### src/rtl/pipe_ctrl_pkg.sv
// Shared types and constants for the pipeline hazard controller.
package pipe_ctrl_pkg;
  typedef enum logic [1:0] {
    RUN   = 2'd0,
    MWAIT = 2'd1,
    HALT  = 2'd2
  } ctrl_state_e;

  localparam int REG_IDX_W          = 5;
  localparam int DEF_TIMEOUT_CYCLES = 255;
endpackage

### src/rtl/load_use_detect.sv
// Combinational load-use compare between the ID instruction's sources and an in-flight load.
module load_use_detect
  import pipe_ctrl_pkg::*;
(
  input  logic [REG_IDX_W-1:0] id_rs1,
  input  logic [REG_IDX_W-1:0] id_rs2,
  input  logic                 id_use_rs1,
  input  logic                 id_use_rs2,
  input  logic [REG_IDX_W-1:0] ex_rd,
  input  logic                 ex_memRead,
  output logic                 lu
);
  // x0 is hardwired to zero, so a load targeting it never produces a hazard
  assign lu = ex_memRead && (ex_rd != '0) &&
              ((id_use_rs1 && (ex_rd == id_rs1)) || (id_use_rs2 && (ex_rd == id_rs2)));
endmodule

### src/rtl/pipeline_hazard_ctrl.sv
// Stall/flush sequencer for the 5-stage pipeline with data-memory wait FSM and sticky timeout.
// Optional perf counters are enabled by defining PIPE_CTRL_PERF_EN.
module pipeline_hazard_ctrl
  import pipe_ctrl_pkg::*;
#(
  parameter int TIMEOUT_CYCLES = DEF_TIMEOUT_CYCLES,
  parameter int CNT_W          = 16
) (
  input  logic                 clk,
  input  logic                 rst_n,
  input  logic [REG_IDX_W-1:0] id_rs1,
  input  logic [REG_IDX_W-1:0] id_rs2,
  input  logic                 id_use_rs1,
  input  logic                 id_use_rs2,
  input  logic [REG_IDX_W-1:0] ex_rd,
  input  logic                 ex_memRead,
  input  logic                 ex_branch_taken,
  input  logic                 mem_access,
  input  logic                 dmem_ready,
  output logic                 dmem_req,
  output logic                 pc_en,
  output logic                 ifid_en,
  output logic                 ifid_flush,
  output logic                 idex_en,
  output logic                 idex_flush,
  output logic                 exmem_en,
  output logic                 memwb_en,
  output logic                 memwb_flush,
  output logic                 bus_err,
`ifdef PIPE_CTRL_PERF_EN
  output logic [CNT_W-1:0]     perf_lu_stalls,
  output logic [CNT_W-1:0]     perf_mem_stalls,
  output logic [CNT_W-1:0]     perf_flushes,
`endif
  output logic [1:0]           ctrl_state
);
  localparam logic [CNT_W-1:0] TO_CNT = CNT_W'(TIMEOUT_CYCLES);

  ctrl_state_e      state_q, state_d;
  logic [CNT_W-1:0] cnt_q, cnt_d;
  logic             err_q, err_d;
  logic             lu, lu_bubble, br_flush;

  load_use_detect u_lu (
    .id_rs1     (id_rs1),
    .id_rs2     (id_rs2),
    .id_use_rs1 (id_use_rs1),
    .id_use_rs2 (id_use_rs2),
    .ex_rd      (ex_rd),
    .ex_memRead (ex_memRead),
    .lu         (lu)
  );

  always_ff @(posedge clk or negedge rst_n) begin
    if (!rst_n) begin
      state_q <= RUN;
      cnt_q   <= '0;
      err_q   <= 1'b0;
    end else begin
      state_q <= state_d;
      cnt_q   <= cnt_d;
      err_q   <= err_d;
    end
  end

  always_comb begin
    state_d     = state_q;
    cnt_d       = cnt_q;
    err_d       = err_q;
    dmem_req    = 1'b0;
    pc_en       = 1'b0;
    ifid_en     = 1'b0;
    ifid_flush  = 1'b0;
    idex_en     = 1'b0;
    idex_flush  = 1'b0;
    exmem_en    = 1'b0;
    memwb_en    = 1'b0;
    memwb_flush = 1'b0;
    lu_bubble   = 1'b0;
    br_flush    = 1'b0;
    unique case (state_q)
      RUN, MWAIT: begin
        dmem_req = (state_q == MWAIT) ? 1'b1 : mem_access;
        if ((state_q == MWAIT || mem_access) && !dmem_ready) begin
          // Freeze everything upstream of MEM; MEMWB takes a bubble each wait cycle
          memwb_en    = 1'b1;
          memwb_flush = 1'b1;
          if (state_q == RUN) begin
            state_d = MWAIT;
            cnt_d   = CNT_W'(1);
          end else if (cnt_q == TO_CNT) begin
            state_d = HALT;
            err_d   = 1'b1;
          end else begin
            cnt_d = cnt_q + 1'b1;
          end
        end else begin
          state_d  = RUN;
          cnt_d    = '0;
          pc_en    = 1'b1;
          ifid_en  = 1'b1;
          idex_en  = 1'b1;
          exmem_en = 1'b1;
          memwb_en = 1'b1;
          if (ex_branch_taken) begin
            ifid_flush = 1'b1;
            idex_flush = 1'b1;
            br_flush   = 1'b1;
          end else if (lu) begin
            pc_en      = 1'b0;
            ifid_en    = 1'b0;
            idex_flush = 1'b1;
            lu_bubble  = 1'b1;
          end
        end
      end
      default: state_d = HALT;
    endcase
    // Reset must quiesce the pipeline immediately, not at the next edge
    if (!rst_n) begin
      dmem_req    = 1'b0;
      pc_en       = 1'b0;
      ifid_en     = 1'b0;
      ifid_flush  = 1'b0;
      idex_en     = 1'b0;
      idex_flush  = 1'b0;
      exmem_en    = 1'b0;
      memwb_en    = 1'b0;
      memwb_flush = 1'b0;
      lu_bubble   = 1'b0;
      br_flush    = 1'b0;
    end
  end

  assign bus_err    = err_q;
  assign ctrl_state = state_q;

`ifdef PIPE_CTRL_PERF_EN
  logic [CNT_W-1:0] lu_cnt_q, mem_cnt_q, fl_cnt_q;

  always_ff @(posedge clk or negedge rst_n) begin
    if (!rst_n) begin
      lu_cnt_q  <= '0;
      mem_cnt_q <= '0;
      fl_cnt_q  <= '0;
    end else begin
      if (lu_bubble && !(&lu_cnt_q))            lu_cnt_q  <= lu_cnt_q + 1'b1;
      if (state_q == MWAIT && !(&mem_cnt_q))    mem_cnt_q <= mem_cnt_q + 1'b1;
      if (br_flush && !(&fl_cnt_q))             fl_cnt_q  <= fl_cnt_q + 1'b1;
    end
  end

  assign perf_lu_stalls  = lu_cnt_q;
  assign perf_mem_stalls = mem_cnt_q;
  assign perf_flushes    = fl_cnt_q;
`endif
endmodule

### config.mk
export PLATFORM = sky130hd
export DESIGN_NAME = pipeline_hazard_ctrl
export DESIGN_NICKNAME = d
export VERILOG_FILES = /design/src/rtl/pipe_ctrl_pkg.sv /design/src/rtl/load_use_detect.sv /design/src/rtl/pipeline_hazard_ctrl.sv
export SDC_FILE = /design/constraint.sdc
export NUM_CORES = 1
export LEC_CHECK = 0
export ABC_AREA = 1
export CORE_ASPECT_RATIO = 1.1
export CORE_MARGIN = 3
export CORE_UTILIZATION = 44
export DETAILED_ROUTE_END_ITERATION = 6
export PLACE_DENSITY_LB_ADDON = 0.05
export SKIP_CTS_REPAIR_TIMING = 1
export SYNTH_ARGS = -nofsm -noshare
export SYNTH_HDL_FRONTEND = slang
export SYNTH_SLANG_ARGS = --single-unit
### constraint.sdc
create_clock -name clk -period 4 [get_ports clk]
set_input_delay 0.8 -clock clk [delete_from_list [all_inputs] [get_ports clk]]
set_output_delay 0.8 -clock clk [all_outputs]
set_load 0.02 [all_outputs]
==> impl_metrics.env <==
export IMPL_die_area_sq_um=4230
export IMPL_critPathBufInv=3
export IMPL_root_buffer="clkbuf_4"
export IMPL_grt_max_degree=20
export IMPL_maxSlewViolCount=0
export IMPL_insertion_delay_ps=300
export IMPL_layout_commonest_cell="nand2_1"
export IMPL_avgSynthCellArea_sq_um=6.57
export IMPL_status="finished clean"
export IMPL_io_pins=35
export IMPL_cp_end_kind="output pin"
export IMPL_required_ps=3200
export IMPL_slowest_stage="clkdlybuf4s50_1"
export IMPL_yosysSeqAreaShare_pct=31.0
export IMPL_num_vias=1472
export IMPL_area_growth_pct=24.7
export IMPL_grt_overflow=0
export IMPL_synthTopCellsByArea="dfrtp_1 31%, nand2_1 17%, inv_1 7.4%, nor2_1 7.1%, nand3_1 6.5%"
export IMPL_max_stage_delay_ps=600
export IMPL_start_kind="input pin"
export IMPL_drv_cap=0
export IMPL_cts_clk_slew_worst_paths_ps=100
export IMPL_arrival_ps=2590
export IMPL_antenna_left=0
export IMPL_netlist_area_sq_um=1530
export IMPL_die_w_microns=62.3
export IMPL_drive_gt1_share_pct=8.99
export IMPL_clock_skew_ps=5.90
export IMPL_drtPass1Iterations=4
export IMPL_yosysTopAreaCell="dfrtp_1"
export IMPL_crit_family="buffers and inverters"
export IMPL_port_buffers=34
export IMPL_route_detailed_drc=0
export IMPL_period_share_pct=84.8
export IMPL_start_util_pct=48.2
export IMPL_path_cells="clkdlybuf4s50_1, o21bai_2, nand2_1, nand2_1, inv_1, nand2_1, nand2_1, clkdlybuf4s50_1"
export IMPL_fin_crit_ps=3390
export IMPL_holdCritPathClass="flip-flop to flip-flop"
export IMPL_dpl_worst_slack_ps=606
export IMPL_rsz0062_at_grt="no"
export IMPL_fin_nets=292
export IMPL_worstPathMaxFanout=6
export IMPL_htreeDepth=1
export IMPL_netlist_instances=233
export IMPL_setup_tns_ps=0
export IMPL_dr_first_iter_drc_count=88
export IMPL_p_leak_uw=0.000930
export IMPL_tightest_slew_ps=373
export IMPL_wl_per_cell_microns=11.6
export IMPL_n_antenna_cell=0
export IMPL_critPathMostFrequentCell="nand2_1"
export IMPL_hold_viol=0
export IMPL_slew_headroom_pct=75.0
export IMPL_ir_drop_mv=0.158
export IMPL_dp_hpwl_microns=2850
export IMPL_final_cell_mix="71 x nand2_1, 34 x clkdlybuf4s50_1, 30 x inv_1, 29 x nor2_1, 20 x nand3_1"
export IMPL_grt_pass1_wl_microns=6490
export IMPL_fin_ws_ps=609
export IMPL_die_h_microns=67.9
export IMPL_antenna_found_initial=0
export IMPL_syn_num_nets=257
export IMPL_ys_ff_latch=19
export IMPL_final_setup_viol_count=0
export IMPL_place_congestion=0.841
export IMPL_nFillCells=306
export IMPL_routed_via_density=4.70
export IMPL_power_density_nw_per_um2=213
export IMPL_clock_sinks=19
export IMPL_ys_types=27
export IMPL_grt_use_total_pct=18.8
export IMPL_num_rows=21
export IMPL_synth_top_area_share_pct=31.0
export IMPL_path_class="input pin to output pin"
export IMPL_core_sq_um=3180
export IMPL_yosys_warnings=0
export IMPL_cts_buffers=3
export IMPL_finalWirelength_microns=3640
export IMPL_tritoncts="done"
export IMPL_maxClockFrequency_ghz=0.295
export IMPL_grt_pass1_vias=1405
export IMPL_clockBufferDepth=2
## cells in the mapped netlist
library cell / count
nand4_1: 9
o21ai_0: 9
inv_2: 2
nor2_8: 1
and2_4: 1
buf_6: 1
nor2_1: 29
ha_1: 1
o21ai_1: 1
nand3_1: 20
nand2_1: 71
or2_2: 1
nor3_1: 4
a21oi_1: 6
clkinv_1: 1
o21bai_2: 1
inv_6: 1
nand2_2: 7
buf_4: 3
dfrtp_1: 19
o31ai_1: 1
nand2_4: 3
xor2_1: 7
inv_1: 30
nor2_4: 2
buf_12: 1
nand3_2: 1
## area by class of cell
class	count	area [sq um]	area share, %
repair buffers	35	348	18.2
well taps	46	57.6	3.01
clock buffers	4	26.3	1.38
flip-flops and latches	19	475	24.9
inverters	34	133	6.95
multi-input cells	175	870	45.5
## final timing paths
kind / cells after the start / slack (ps) / to / start
max in group asynchronous: 2 / 2930 / cnt_q[5] / rst_n
min in group asynchronous: 2 / 870 / cnt_q[6] / rst_n
min reg2reg: 2 / 500 / bus_err / bus_err
min: 2 / 500 / bus_err / bus_err
max: 8 / 610 / pc_en / mem_access
max reg2reg: 9 / 2240 / cnt_q[7] / cnt_q[0]
## sequential cells by signal, summed over array words and instances (netlist names)
name	count
cnt_q	16
ctrl_state	2
bus_err	1
## where the power goes
part / leakage (uW) / internal, uW / switching (uW)
registers: 0.000258 / 195 / 5.62
clock network: 0.0000150 / 38.8 / 59.8
logic: 0.000657 / 50.2 / 57.1
total: 0.000930 / 284 / 123
## cell families (layout without fill, tap and decap cells)
family	count (synthesis)	in the layout	synth area share, %
flip-flops	19	19	31.0
buffers and inverters	39	73	12.2
XOR/XNOR	7	7	4.00
AO/OA/AOI/OAI	18	18	6.45
AND/OR/NAND/NOR	149	149	45.5
adder cells (fa/ha/maj)	1	1	0.817
## worst min-delay path, stage by stage (launching register included)
cell and delay [ps]:
dfrtp_1 370, inv_1 50, o31ai_1 60
## stage by stage
| step | util (%) | hold slack (ps) | cells | cell area [sq um] | power, uW |
|---|---|---|---|---|---|
| 2_1_floorplan | - | 467 | 233 | 1530 | 258 |
| 3_3_place_gp | 59.2 | 469 | 309 | 1880 | 312 |
| 3_5_place_dp | 59.2 | 486 | 309 | 1880 | 313 |
| 4_1_cts | 60.1 | 512 | 313 | 1910 | 413 |
| 5_1_grt | 60.1 | 533 | 313 | 1910 | 427 |
| 6_report | 60.1 | 504 | 313 | 1910 | 407 |
## layer usage
layer,part of all wire [%],up-vias,GRT usage [%]
met1,53,633,25.7
li1,-,801,-
met4,0.74,0,3.58
met3,3.8,6,2.96
met2,43,32,32.3
met5,0,-,0
No activity file was read; power rests on OpenSTA's default activity.
